<file path="config.mk">
export PLATFORM = sky130hd
export DESIGN_NAME = bcd2bin_seq
export DESIGN_NICKNAME = d
export VERILOG_FILES = /design/src/rtl/bcd_pkg.sv /design/src/rtl/bcd2bin_step.sv /design/src/rtl/bcd2bin_seq.sv
export SDC_FILE = /design/constraint.sdc
export NUM_CORES = 1
export LEC_CHECK = 0
export BUFFER_PORTS_ARGS = -buffer_cell sky130_fd_sc_hd__buf_2
export CAP_MARGIN = 20
export CORE_UTILIZATION = 56
export CTS_CLUSTER_DIAMETER = 120
export CTS_CLUSTER_SIZE = 16
export DETAILED_ROUTE_END_ITERATION = 6
export PLACE_DENSITY_LB_ADDON = 0.05
export SYNTH_ARGS = -nofsm -noshare
export SYNTH_HDL_FRONTEND = slang
export SYNTH_SLANG_ARGS = --single-unit
</file>
<file path="constraint.sdc">
create_clock -name clk -period 1.64 [get_ports clk]
set_clock_uncertainty 0.2 [all_clocks]
set_input_delay 0.246 -clock clk [delete_from_list [all_inputs] [get_ports clk]]
set_output_delay 0.246 -clock clk [all_outputs]
set_load 0.005 [all_outputs]
</file>
<file path="src/rtl/bcd_pkg.sv">
// rtl/bcd_pkg.sv - shared types, FSM states and digit legality helper for BCD conversion
package bcd_pkg;

    typedef logic [3:0] bcd_digit_t;

    typedef enum logic [1:0] {
        IDLE = 2'd0,
        BUSY = 2'd1,
        DONE = 2'd2
    } state_t;

    localparam bcd_digit_t BCD_MAX_DIGIT = 4'd9;

    function automatic logic bcd_valid(input bcd_digit_t digit);
        return (digit <= BCD_MAX_DIGIT);
    endfunction

endpackage

</file>
<file path="src/rtl/bcd2bin_step.sv">
// rtl/bcd2bin_step.sv - one reverse double-dabble step: shift right, then fix BCD nibbles >= 8
module bcd2bin_step
    import bcd_pkg::*;
#(
    parameter int DIGITS = 3,
    parameter int BIN_W  = 10
) (
    input  logic [4*DIGITS+BIN_W-1:0] work_in,
    output logic [4*DIGITS+BIN_W-1:0] work_out
);

    bcd_digit_t nib;

    // Only the BCD field is corrected; the bin field just receives shifted-out bits.
    always_comb begin
        work_out = work_in >> 1;
        nib      = '0;
        for (int i = 0; i < DIGITS; i++) begin
            nib = work_out[BIN_W+4*i +: 4];
            if (nib >= 4'd8) begin
                work_out[BIN_W+4*i +: 4] = nib - 4'd3;
            end
        end
    end

endmodule

</file>
<file path="src/rtl/bcd2bin_seq.sv">
// rtl/bcd2bin_seq.sv - sequential BCD-to-binary converter with valid/ready handshakes
module bcd2bin_seq
    import bcd_pkg::*;
#(
    parameter int DIGITS = 3,
    parameter int BIN_W  = 10
) (
    input  logic                  clk,
    input  logic                  rst,
    input  logic                  in_valid,
    output logic                  in_ready,
    input  logic [4*DIGITS-1:0]   bcd_in,
    output logic                  out_valid,
    input  logic                  out_ready,
    output logic [BIN_W-1:0]      bin_out,
    output logic                  bcd_err
);

    localparam int BCD_W  = 4 * DIGITS;
    localparam int WORK_W = BCD_W + BIN_W;
    localparam int CNT_W  = $clog2(BIN_W + 1);
    localparam logic [CNT_W-1:0] CNT_LAST = CNT_W'(BIN_W - 1);

    generate
        if ((2 ** BIN_W) < (10 ** DIGITS)) begin : g_width_check
            $error("bcd2bin_seq: BIN_W too small to hold 10**DIGITS-1");
        end
    endgenerate

    state_t              state_q, state_d;
    logic [WORK_W-1:0]   work_q, work_d, work_step;
    logic [CNT_W-1:0]    cnt_q, cnt_d;
    logic                err_q, err_d;
    logic                in_ready_q, in_ready_d;
    logic                out_valid_q, out_valid_d;
    logic [BIN_W-1:0]    bin_out_q, bin_out_d;
    logic                bcd_err_q, bcd_err_d;
    logic                err_in;

    bcd2bin_step #(
        .DIGITS (DIGITS),
        .BIN_W  (BIN_W)
    ) u_step (
        .work_in  (work_q),
        .work_out (work_step)
    );

    always_comb begin
        err_in = 1'b0;
        for (int i = 0; i < DIGITS; i++) begin
            err_in = err_in | ~bcd_valid(bcd_in[4*i +: 4]);
        end
    end

    always_comb begin
        state_d     = state_q;
        work_d      = work_q;
        cnt_d       = cnt_q;
        err_d       = err_q;
        in_ready_d  = in_ready_q;
        out_valid_d = out_valid_q;
        bin_out_d   = bin_out_q;
        bcd_err_d   = bcd_err_q;
        case (state_q)
            IDLE: begin
                in_ready_d = 1'b1;
                if (in_valid && in_ready_q) begin
                    work_d     = {bcd_in, {BIN_W{1'b0}}};
                    cnt_d      = '0;
                    err_d      = err_in;
                    in_ready_d = 1'b0;
                    state_d    = BUSY;
                end
            end
            BUSY: begin
                work_d = work_step;
                cnt_d  = cnt_q + 1'b1;
                if (cnt_q == CNT_LAST) begin
                    out_valid_d = 1'b1;
                    bin_out_d   = err_q ? '0 : work_step[BIN_W-1:0];
                    bcd_err_d   = err_q;
                    state_d     = DONE;
                end
            end
            DONE: begin
                if (out_ready) begin
                    out_valid_d = 1'b0;
                    in_ready_d  = 1'b1;
                    state_d     = IDLE;
                end
            end
            default: begin
                state_d = IDLE;
            end
        endcase
    end

    always_ff @(posedge clk) begin
        if (rst) begin
            state_q     <= IDLE;
            work_q      <= '0;
            cnt_q       <= '0;
            err_q       <= 1'b0;
            in_ready_q  <= 1'b0;
            out_valid_q <= 1'b0;
            bin_out_q   <= '0;
            bcd_err_q   <= 1'b0;
        end else begin
            state_q     <= state_d;
            work_q      <= work_d;
            cnt_q       <= cnt_d;
            err_q       <= err_d;
            in_ready_q  <= in_ready_d;
            out_valid_q <= out_valid_d;
            bin_out_q   <= bin_out_d;
            bcd_err_q   <= bcd_err_d;
        end
    end

    assign in_ready  = in_ready_q;
    assign out_valid = out_valid_q;
    assign bin_out   = bin_out_q;
    assign bcd_err   = bcd_err_q;

endmodule

</file>
After elaboration in Yosys (flattened, before gate mapping)

Cells that the tools add are included.

Flip-flop bits (word level): 42
Input port bits: 16
Output and inout bits: 13
Logic and storage cells: 58

Add/subtract/negate cells: 4
Magnitude comparators: 6
Eq/ne operators: 6
Mux-type cells: 18
Bitwise operators: 5
Reduce and logical (&&, ||, !) cells: 11

Operators by type and width:

| operator            | count |
|---|---|
| $pmux 22 s2         | 1 |
| $mux 22             | 1 |
| $mux 4              | 4 |
| $le 4x4->1 const B  | 3 |
| $mux 10             | 1 |
| $ge 4x4->1 const B  | 2 |
| $pmux 4 s2          | 1 |
| $reduce_and 2->1    | 4 |
| $sub 4x2->4 const B | 2 |
| $mux 2              | 3 |
| $ne 2x2->1 const B  | 3 |
| $pmux 2 s3          | 1 |
| $reduce_and 3->1    | 2 |
| $reduce_bool 2->1   | 3 |
| $add 4x1->4 const B | 1 |
| $eq 4x4->1 const B  | 1 |
| $ge 3x4->1 const B  | 1 |
| $mux 1              | 4 |
| $pmux 1 s2          | 2 |
| $sub 3x2->4 const B | 1 |
| $not 1->1           | 3 |
| $eq 2x1->1 const B  | 1 |
| $eq 2x2->1 const B  | 1 |
| $logic_not 2->1     | 1 |
| 2 further kinds     | 3 |

Depth between registers and ports, before layout

Depth after elaboration: 4
Mapped depth: 6
Depth with buffers taken out: 5

Cells and area by module

A second synthesis with hierarchy kept.

Cell total of the unflattened synthesis: 230
Area, all modules: 2058.2 sq um

By module, submodules not included:

| module       | times used | cells an instance | area each (sq um) | seq. area each (sq um) |
|---|---|---|---|---|
| bcd2bin_seq  | 1          | 193               | 1796.7            | 840.8 |
| bcd2bin_step | 1          | 37                | 261.5             | 0.0 |

Worst setup path after synthesis

No wires, ideal clock.

Kind: reg-to-reg
Start: register cnt_q[0]
End: register bin_out_q[3], in the netlist bin_out[3]
Setup time: 0.070 ns
Data arrival time: 1.148 ns
Data required time: 1.370 ns
Slack: 0.221 ns
Cell stages (with the launch flop): 6
Buffers on the path: 1
Clock period less this slack: 1.419 ns
Cell sequence: dfxtp_1 > ha_1 > and3b_1 > buf_2 > nand4b_1 > a21oi_1

Cells in the longest elaborated chain, start to end: 2

RTL lines:

| what                       | RTL line           | text |
|---|---|---|
| start: declaration         | bcd2bin_seq.sv:32  | `logic [CNT_W-1:0] cnt_q, cnt_d;` |
| start signal: assignment   | bcd2bin_seq.sv:111 | `cnt_q <= cnt_d;` |
| $eq 4x4->1                 | bcd2bin_seq.sv:78  | `if (cnt_q == CNT_LAST) begin` |
| $reduce_and 2->1 (no line) | --                 |  |
| end signal: assignment     | bcd2bin_seq.sv:115 | `bin_out_q <= bin_out_d;` |
| end: declaration           | bcd2bin_seq.sv:36  | `logic [BIN_W-1:0] bin_out_q, bin_out_d;` |

Every way passes these cells.
A chain may end at the register's enable or synchronous reset.

Worst setup path in the final report

Start: register cnt_q[0]
End: register state_q[0]

Cells in the longest elaborated chain, start to end: 3

RTL lines:

| what                       | RTL line           | text |
|---|---|---|
| $eq 4x4->1                 | bcd2bin_seq.sv:78  |  |
| $ne 2x2->1 (no line)       | --                 |  |
| $reduce_and 3->1 (no line) | --                 |  |
| end signal: assignment     | bcd2bin_seq.sv:109 | `state_q <= state_d;` |
| end: declaration           | bcd2bin_seq.sv:30  | `state_t state_q, state_d;` |

Every way passes these cells.

==> summary.txt <==
Drt
  – Post-detailed-route count of antenna-violating nets: 0
  – DR WL/cell: ~15 um
  – DR vias: around 1800
  – Vias/cell: 5.803
  – Drt total wl: 4529 um
  – Drt pass-1 iters: 4
  – Drt first-iter violations: 110
  – DRC: 0

Power
  – Leak pwr: around 0.9 nW
  – P per Cell Area: roughly 910 nW/um^2
  – Max rail drop VDD: about 0.47 mV

Synth
  – Avg Cell Area, Syn: just under 9 sq um
  – Most numerous cell in the Yosys netlist: dfxtp_1
  – Post-Syn Area: between 1500 and 2000 sq um
  – Main area contributors after synthesis: dfxtp_1 42%, a21oi_1 9.4%, o21ai_0 8.2%
  – Syn_nets: 246
  – Syn Inst Count: about 220
  – Synth cell count leaders: 41 x dfxtp_1, 37 x a21oi_1, 32 x o21ai_0
  – Synth top area share: between 40% and 50%
  – Most used DFF post-synth: dfxtp_1
  – Post-synth cell types: 38
  – Post-synth top area cell: dfxtp_1
  – Async S/R FF share, synth: 0%
  – Yosys reg bits: between 40 and 50
  – EDFF count, synth: 0
  – Share of the yosys chip area belonging to registers: between 40% and 50%
  – YS warnings: 0

Final layout
  – Final #Nets: 285
  – Layout cells sized above 1: ~23%
  – Area grow syn2layout: 20.68%
  – Final Util: 70.90%
  – Antenna diodes: 0
  – Fill cells: slightly below 300

Floorplanning
  – FP Rows: 21
  – Die area: 3742 sq um
  – Die height: 61.17 um
  – I/O pins: 29
  – Initial core utilization: 58.76%
  – Chip width: approximately 61 um
  – Core Area: about 3300 sq um

Timing
  – Min cycle time layout: around 1600 ps
  – Endpoints failing setup: 0
  – Final cycle utilization of the critical path: a little over nine tenths
  – Worst-margin pin slew: 330.8 ps
  – Highest clock rate: ~640 MHz
  – Post-route setup TNS: 0 ps
  – Hold Fails Final Rpt: 0
  – Slew Limit Fails: 0
  – Max transition margin: around 78%
  – RSZ-0062 raised after global routing: false

Critical path
  – CP Class: flop to flop
  – Critical path's slowest cell: a2111oi_2
  – Delay-heaviest family, CP: compound AO/OA/AOI/OAI gates
  – Crit path DAT: between 1500 and 2000 ps
  – Crit start category: flop
  – Critical path endpoint category: flop
  – Buf/Inv on CP: 0
  – Worst Path Required: approximately 1700 ps
  – Max FO, Critical Path: 7
  – Critical path cell sequence: ha_2 -> and3b_2 -> a2111oi_2
  – Crit path largest cell delay: 390 ps

Placement
  – I/O Buffers: 28
  – DP HPWL: between 3000 and 4000 um
  – Placer Congestion: 0.8517

GRT
  – GRT overflow: 0
  – First-pass GRT wire length: between 7000 and 8000 um
  – Initial antenna violation count: 0
  – Overall Global Routing Usage: 25.34%
  – Pin count of the biggest net entering global routing: 24
  – Vias in the first global route: roughly 1700

CTS
  – Clk slew on worst S/H paths: 130 ps
  – CTS tree: yes
  – Num CTS Buffers: 5
  – Worst-skew pair later-pin latency: between 300 and 400 ps
  – H-tree levels: 2
  – Clock tree sinks: just over 40
  – Post-CTS Setup Bufs: 0
  – Clock root buffer master: clkbuf_4
  – Clock buffer depth: 2

Flow run
  – Max cap viols: 0

Run status
  – Status: complete, no violations

Hold path
  – Hold crit path type: input pin to flop
-- layout make-up --
| class | instances | area (sq um) | share of cell area, % |
|---|---|---|---|
| clock buffer | 5 | 37.54 | 1.586 |
| clock inverter | 3 | 68.82 | 2.909 |
| inverter | 10 | 37.54 | 1.586 |
| multi-input combinational | 157 | 1036 | 43.79 |
| sequential | 41 | 823.3 | 34.80 |
| tap | 46 | 57.56 | 2.433 |
| timing repair buffer | 48 | 305.3 | 12.90 |
-- cells in the final DEF (no fill, tap or decap), types with 3 or more instances in the layout --
| cell | n |
|---|---|
| dfxtp_1 | 39 |
| a21oi_1 | 37 |
| o21ai_0 | 32 |
| buf_2 | 28 |
| buf_4 | 14 |
| nand2_1 | 12 |
| nand4b_1 | 10 |
| inv_1 | 9 |
| mux2i_1 | 7 |
| dlygate4sd3_1 | 6 |
| nand3b_1 | 5 |
| a311oi_1 | 5 |
| ha_1 | 5 |
| clkbuf_4 | 5 |
| or3_1 | 4 |
| nand3_1 | 4 |
| o21bai_1 | 3 |
| nand2b_1 | 3 |
| a211o_1 | 3 |
-- kinds of logic after synthesis --
kind of cell	count (synthesis)	share of synthesized area (%)
flops	41	41.86
fa+ha+maj	6	3.829
simple gates	50	16.66
mux	7	3.574
buf+inv	28	6.318
xor+xnor	2	0.8936
compound gates	90	26.87
-- per-stage QoR --
stage                     setup WS (ps)  cells  hold WS, ps  power [W]  area (sq um)
after detailed placement          31.04    294        258.9   0.001345          2177
final                             67.23    310        67.13   0.002163          2366
after global routing              15.94    310        64.80   0.002253          2366
after global placement            114.4    294        246.6   0.001334          2177
after floorplan                   221.5    224        186.5   0.001262          1961
after CTS                         4.472    308        54.89   0.002179          2344
-- worst min-delay path: cells and delay by family --
kind / cells / cell delay (ps)
buffers and inverters: 1 / 110
AO/OA/AOI/OAI: 1 / 100
multiplexers: 1 / 130
-- what timing repair did --
item | CTS | global route
resized for setup | 0 | 4
endpoints found under the setup margin | 0 | 17
hold buffers | 6 | 0
endpoints found under the hold margin | 6 | 0
-- flip-flops by register name, summed over array words and instances (netlist names) --
name	count
work_q	21
bin_out	10
cnt_q	4
in_ready	1
err_q	1
bcd_err	1
state_q	2
out_valid	1
-- final timing paths --
path / start / end / slack (ps) / cells past startpoint
setup / recovery: cnt_q[0] / state_q[0] / 70 / 3
hold / removal: bcd_in[10] / work_q[20] / 70 / 3
setup reg to reg: cnt_q[0] / state_q[0] / 70 / 3
hold reg to reg: out_valid / out_valid / 280 / 2
-- layer usage --
layer	track usage [%]	vias up	part of all wire [%]
met2	47.67	35	53
li1	-	897	-
met3	5.042	4	2.6
met1	28.66	863	43
met4	7.468	0	0.84
met5	0	-	0
-- report_power, final --
part | leakage (nW) | switching (W) | internal (W)
logic | 0.526 | 0.000139 | 0.000126
clock network | 0.0558 | 0.000342 | 0.000480
registers | 0.334 | 0.0000446 | 0.00103
total | 0.915 | 0.000525 | 0.00164
No activity file was read; power rests on OpenSTA's default activity.
